## src/rtl/iob_fifo_wr_ctrl.sv

```systemverilog
// iob_fifo_wr_ctrl: write-side pointer, Gray export and full/level flags for a dual-clock FIFO
module iob_fifo_wr_ctrl #(
  parameter int ADDR_W    = 4,
  parameter int AFULL_LVL = 2**ADDR_W-1
) (
  input  logic              clk_i,
  input  logic              cke_i,
  input  logic              arst_i,
  input  logic              rst_i,
  input  logic              w_en_i,
  input  logic [ADDR_W:0]   r_gray_ptr_i,
  output logic              mem_w_en_o,
  output logic [ADDR_W-1:0] mem_w_addr_o,
  output logic [ADDR_W:0]   w_gray_ptr_o,
  output logic              w_full_o,
  output logic              w_afull_o,
  output logic [ADDR_W:0]   w_level_o,
  output logic              w_ovf_o
);
  localparam int PW = ADDR_W+1;
  logic [PW-1:0] wbin_q, wbin_d, gray_q, gray_d, level_q, level_d, rbin;
  logic          full_q, full_d, afull_q, afull_d, ovf_q, ovf_d, accept;
  for (genvar i = 0; i < PW; i++) begin : g_g2b
    assign rbin[i] = ^r_gray_ptr_i[PW-1:i];
  end
  assign accept       = cke_i & w_en_i & ~full_q & ~rst_i;
  assign mem_w_en_o   = accept;
  assign mem_w_addr_o = wbin_q[ADDR_W-1:0];
  assign w_gray_ptr_o = gray_q;
  assign w_full_o     = full_q;
  assign w_afull_o    = afull_q;
  assign w_level_o    = level_q;
  assign w_ovf_o      = ovf_q;
  // next pointer/level/flags; level is taken against the post-accept pointer so flags track the write
  always_comb begin
    wbin_d  = rst_i ? '0 : wbin_q + PW'(accept);
    gray_d  = wbin_d ^ (wbin_d >> 1);
    level_d = rst_i ? '0 : wbin_d - rbin;
    full_d  = ~rst_i & (level_d == PW'(2**ADDR_W));
    afull_d = ~rst_i & (level_d >= PW'(AFULL_LVL));
    ovf_d   = ~rst_i & (ovf_q | (w_en_i & full_q));
  end
  // state registers, frozen while the clock enable is low
  always_ff @(posedge clk_i or posedge arst_i) begin
    if (arst_i) begin
      wbin_q  <= '0;
      gray_q  <= '0;
      level_q <= '0;
      full_q  <= 1'b0;
      afull_q <= 1'b0;
      ovf_q   <= 1'b0;
    end else if (cke_i) begin
      wbin_q  <= wbin_d;
      gray_q  <= gray_d;
      level_q <= level_d;
      full_q  <= full_d;
      afull_q <= afull_d;
      ovf_q   <= ovf_d;
    end
  end
endmodule

```

## config.mk

```make
export PLATFORM = sky130hd
export DESIGN_NAME = iob_fifo_wr_ctrl
export DESIGN_NICKNAME = d
export VERILOG_FILES = /design/src/rtl/iob_fifo_wr_ctrl.sv
export SDC_FILE = /design/constraint.sdc
export NUM_CORES = 1
export LEC_CHECK = 0
export CAP_MARGIN = 10
export CORE_MARGIN = 8
export CORE_UTILIZATION = 30
export CTS_CLUSTER_DIAMETER = 60
export DETAILED_ROUTE_END_ITERATION = 12
export PLACE_DENSITY = 0.59
export SETUP_SLACK_MARGIN = 0.1
export SYNTH_ARGS = -nofsm -noshare
export SYNTH_HDL_FRONTEND = slang
export SYNTH_SLANG_ARGS = --single-unit
export TNS_END_PERCENT = 5
```

## constraint.sdc

```tcl
create_clock -name clk_i -period 3.1 [get_ports clk_i]
set_clock_uncertainty 0.05 [all_clocks]
set_input_delay 0.62 -clock clk_i [delete_from_list [all_inputs] [get_ports clk_i]]
set_output_delay 0.62 -clock clk_i [all_outputs]
set_load 0.005 [all_outputs]
```

==> reports/qor.yml, run 1 <==
outcome:
  status: "completed"
drt:
  drt-total-wl_um: 3176
  num_vias: 1027
  via_per_inst: 5.010
  dr_wl_met3_um: 156
  wl_per_cell_um: 15.49
  dr.max_layer_used: "met4"
  ant_nets: 0
  dr.pass1.iters: 4
  wl_met2_um: 1710
  drt_iter0_markers: 35
  wl_met1_um: 1264
  route.detailed.drc: 0
timing:
  period_minus_slack_ns: 2.868
  tightestPinTransition_ns: 0.6956
  finalCritPeriodShare_pct: 92.50
  hold_ws_ns: 0.4522
  slew_violations: 0
  max-slew-margin-rel_pct: 53.58
  setup_viol: 0
  grt_setup_unrepaired: "no"
  max_freq_mhz: 348.7
  timing_hold_violations_final: 0
min_path:
  hp-start: "w_level_o[2]"
  whs_path_depth: 1
  worstHoldPathType: "flip-flop to flip-flop"
  hold-path-endpoint: "w_level_o[2]"
setup_path:
  rrSetupSlack_ns: 0.32
  critical_path_class: "input port to flip-flop"
  cp_top_family: "simple AND/OR/NAND/NOR gates"
  rr_startpoint: "w_full_o"
  r2r-end: "w_afull_o"
  cp-start-kind: "input port"
  cp_slowest_cell: "or4_1"
  end_kind: "flip-flop"
  worst-r2r-cell-count: 12
  critical_path.max_stage_delay_ns: 0.46
  crit_arrival_ns: 3.05
  cp_max_fo: 3
  critPathRequiredTime_ns: 3.29
  path_cells: "dlygate4sd2_1, and4bb_4, buf_6, xnor2_2, or2_4, ha_4, inv_2, fa_2, nand3_2, buf_4, a21oi_1, or4_1, a31oi_1"
  path_buf_inv: 4
die:
  initial_core_util_pct: 31.82
  die-area_um2: 5770
  io_pins: 28
  std_cell_rows: 21
  die_w_um: 75.96
  core_um2: 3390
  die_y_um: 75.96
grt:
  grt_max_degree: 20
  first_global_vias: 1151
  grt_overflow_total: 0
  grtUsageTotal_pct: 11.40
  antenna_found_initial: 0
  grt_pass1_wl_um: 5478
power_and_ir_drop:
  p_leak_nw: 0.7792
  p_per_area_nw_per_um2: 384.3
  peakVddDrop_v: 0.0002088
job:
  maxCapViolations: 0
clock_network:
  cts_tree: "done"
  holdBufCountCts: 0
  clkTransAtPathRegs_ns: 0.11
  clk_path_buf_depth: 2
  cts_sinks: 17
  clock-root-buffer: "clkbuf_4"
  h-tree-depth: 1
  cts_inserted_buffers: 3
  clk_latency_ns: 0.30
logic_synthesis:
  synth.cell_area_um2: 1079
  synth_nets: 121
  synth-main-ff-cell: "dfrtp_1"
  ys_ff_latch: 17
  synth.yosys.seq_area_share_pct: 39.44
  ys.warnings.count: 0
  synthDistinctLibCells: 40
  synthCells: 105
  synth_enable_flop_cells: 0
  syn-mean-instance-area_um2: 10.27
  ys_async_sr_fraction_pct: 100.0
place:
  gp_congestion: 0.8033
  hpwl_um: 2292
  io_buffer_count: 27
  placed_area_um2: 1518
  place_inst: 191
final_layout:
  multiInputGateArea_um2: 747.0
  diodes: 0
  final_common_cell: "buf_4"
  syn_to_final_growth_pct: 63.69
  final_cell_mix: "25 x buf_4, 21 x clkdlybuf4s50_1, 17 x dfrtp_1"
  final_area_um2: 1765
  final_util_pct: 52.09
  fillCellCount: 305
  seq_area_um2: 425.4
  nNetsFinal: 176
  drive_gt1_share_pct: 38.36
  final_cells: 205
==> metrics by stage <==
step | setup TNS [ns] | power, W | worst slack, ns
global placement | -1.499 | 0.0004633 | -0.3621
detailed placement | -1.925 | 0.0004699 | -0.4431
CTS | 0 | 0.0006561 | 0.1249
finish | 0 | 0.0006784 | 0.2325
floorplan | 0 | 0.0003557 | 0.1428
global route | 0 | 0.0007210 | 0.09577
==> metal layers <==
metal,global-route usage (%),up-vias
met1,12.13,512
met5,0,-
met4,3.333,0
met3,4.481,8
li1,-,488
met2,20.14,19
==> power breakdown <==
group | internal (W) | switching, W | total (W)
registers | 0.000240 | 0.0000121 | 0.000252
logic | 0.000182 | 0.000120 | 0.000302
clock network | 0.0000482 | 0.0000763 | 0.000124
==> flip-flops by register name, summed over array words and instances, names as in the netlist <==
register and count:
w_full_o 1, wbin_q 5, w_afull_o 1, w_gray_ptr_o 4
w_ovf_o 1, w_level_o 5
==> worst reg2reg max path, stage by stage (launching register included) <==
cell	delay, ns
dfrtp_1	0.42
and4bb_4	0.38
buf_6	0.12
xnor2_2	0.11
or2_4	0.17
ha_4	0.13
inv_2	0.03
fa_2	0.37
nand3_2	0.12
buf_4	0.11
a21oi_1	0.07
or4_1	0.46
a31oi_1	0.16
==> synth_stat cells (2+ instances only) <==
cell type	instances	share of area, %
a21oi_1	4	1.9
a31oi_1	4	2.3
and2_1	4	2.3
clkbuf_1	2	0.70
dfrtp_1	17	39
ha_1	5	5.8
inv_1	9	3.1
mux2_2	2	2.1
nand2_1	3	1.0
nand3_1	3	1.4
nor2_1	7	2.4
nor2b_1	2	1.2
nor4b_1	2	1.6
o21ai_0	5	2.3
o221ai_1	2	1.6
o2bb2ai_1	2	1.6
or3_1	3	1.7
xnor2_1	6	4.9
xor2_1	2	1.6
==> logic make-up (layout without fill, tap and decap cells) <==
| kind of cell | count (synthesis) | count (layout) | synth area share, % |
|---|---|---|---|
| simple gates | 32 | 32 | 18.33 |
| compound gates | 25 | 25 | 17.75 |
| flops | 17 | 17 | 39.44 |
| buf+inv | 13 | 67 | 4.640 |
| xor+xnor | 10 | 10 | 10.09 |
| fa+ha+maj | 6 | 6 | 7.657 |
| mux | 2 | 2 | 2.088 |
==> worst max path at each step <==
stage,from,to,cells after the start
after floorplan,r_gray_ptr_i[4],w_afull_o,11
after global placement,r_gray_ptr_i[4],w_afull_o,12
after detailed placement,r_gray_ptr_i[4],w_afull_o,12
after CTS,r_gray_ptr_i[3],w_full_o,12
after global routing,r_gray_ptr_i[4],w_afull_o,13
final,rst_i,w_afull_o,13
==> repair_timing <==
item	CTS	global route
gates resized for setup	30	7
pin swaps	19	9
buffers inserted	8	2
setup endpoints to repair	4	3
endpoints found under the hold margin	0	0
==> cell type report <==
| class | count | area share [%] |
|---|---|---|
| Tap cell | 46 | 3.260 |
| Timing Repair Buffer | 54 | 26.86 |
| Sequential cell | 17 | 24.10 |
| Clock buffer | 3 | 1.276 |
| Inverter | 9 | 1.914 |
| Clock inverter | 1 | 0.2835 |
| Multi-Input combinational cell | 75 | 42.31 |
(Power assumes the default switching activity.)
==> run 2, diff against run 1 <==
GPL_TIMING_DRIVEN = 0   (was default)
clock period = 3.5 ns   (was 3.1 ns; I/O delays follow)
==> reports/qor.yml, run 2 (synthesis results as in run 1) <==
timing:
  timing_hold_violations_final: 0
  slew_violations: 0
  max_freq_mhz: 305.6
  tightestPinTransition_ns: 0.6652
  period_minus_slack_ns: 3.272
  hold_ws_ns: 0.4557
  grt_setup_unrepaired: "yes"
  setup_viol: 0
  finalCritPeriodShare_pct: 93.49
  setup_tns_ns: 0
  max-slew-margin-rel_pct: 55.61
clock_network:
  h-tree-depth: 1
  clkTransAtPathRegs_ns: 0.10
  cts_inserted_buffers: 3
  clk_path_buf_depth: 2
  cts_sinks: 17
  clk_latency_ns: 0.29
  clock-root-buffer: "clkbuf_4"
  cts_tree: "done"
power_and_ir_drop:
  totalPowerFinal_w: 0.0005070
  p_leak_nw: 0.6356
  p_per_area_nw_per_um2: 337.4
  peakVddDrop_v: 0.0001696
final_layout:
  fillCellCount: 335
  syn_to_final_growth_pct: 39.33
  final_cell_mix: "26 x clkdlybuf4s50_1, 17 x dfrtp_1, 9 x inv_1"
  diodes: 0
  final_common_cell: "clkdlybuf4s50_1"
  final_area_um2: 1503
  final_cells: 186
  nNetsFinal: 157
  drive_gt1_share_pct: 18.57
setup_path:
  end_kind: "flip-flop"
  critical_path_class: "input port to flip-flop"
  critPathRequiredTime_ns: 3.65
  crit_arrival_ns: 3.42
  cp-start-kind: "input port"
  cp_max_fo: 5
outcome:
  status: "completed"
min_path:
  worstHoldPathType: "flip-flop to flip-flop"
drt:
  via_per_inst: 4.812
  wl_per_cell_um: 14.45
  drt_iter0_markers: 88
  route.detailed.drc: 0
  ant_nets: 0
  dr.pass1.iters: 4
  num_vias: 895
  drt-total-wl_um: 2687
die:
  die_y_um: 75.96
  initial_core_util_pct: 31.82
  io_pins: 28
  core_um2: 3390
  die-area_um2: 5770
  die_w_um: 75.96
  std_cell_rows: 21
grt:
  grtUsageTotal_pct: 9.245
  antenna_found_initial: 0
  grt_max_degree: 18
  first_global_vias: 921
  grt_overflow_total: 0
  grt_pass1_wl_um: 4478
job:
  maxCapViolations: 0
place:
  hpwl_um: 2047
  io_buffer_count: 27
  placed_area_um2: 1406
  gp_congestion: 0.7932
  place_inst: 178
==> run 2: per-stage QoR <==
step | utilization [%] | worst slack, ns
after CTS | 42.82 | 0.09888
after global routing | 44.33 | 0.09645
after floorplan | - | 0.4628
after global placement | 41.49 | -0.3125
final | 44.33 | 0.2280
after detailed placement | 41.49 | -0.3289
==> run 2: layout make-up <==
cell class                 count  area [um2]  area share (%)
multi-input combinational     75       644.4           42.88
buffer                         4       16.27           1.082
inverter                       9       33.78           2.248
clock buffer                   4       26.28           1.749
sequential                    17       425.4           28.31
timing repair buffer          31       299.0           19.90
tap                           46       57.56           3.830
==> run 2: routing by layer <==
| layer | global-route usage [%] | share of wire (%) |
|---|---|---|
| met3 | 2.830 | 4.9 |
| met4 | 2.941 | 0.37 |
| met1 | 10.67 | 43 |
| met2 | 15.77 | 51 |
| met5 | 0 | 0 |
==> run 2: worst max-delay path, stage by stage <==
cell             delay, ns
clkdlybuf4s50_1       0.47
and4bb_4              0.28
and2_1                0.14
ha_1                  0.18
xnor2_1               0.09
nor2_2                0.21
ha_1                  0.34
and3b_1               0.21
or3_1                 0.36
and2_1                0.19
o32ai_2               0.25
==> run 2: what timing repair did <==
| action | CTS | global route |
|---|---|---|
| endpoints found under the setup margin | 4 | 3 |
| hold endpoints to repair | 0 | 0 |
| hold buffers | 0 | 0 |
| pin swaps | 0 | 3 |
| gates cloned | 0 | 0 |
| setup buffers | 0 | 4 |
| gates resized for setup | 5 | 4 |
==> run 2: path summary, 6_finish.rpt <==
check                              from               to  slack (ns)  cells past startpoint
max                              w_en_i         w_full_o        0.23                     11
min                        w_level_o[0]     w_level_o[0]        0.46                      1
max reg2reg                    w_full_o         w_full_o        0.59                     10
min reg2reg                w_level_o[0]     w_level_o[0]        0.46                      1
max in group asynchronous        arst_i     w_level_o[2]        2.22                      2
min in group asynchronous        arst_i  w_gray_ptr_o[2]        0.75                      2
==> run 2: where the power goes <==
part,switching [W],leakage (nW),internal [W]
registers,0.0000108,0.227,0.000213
clock network,0.0000613,0.0150,0.0000443
logic,0.0000782,0.394,0.0000995
total,0.000150,0.636,0.000357
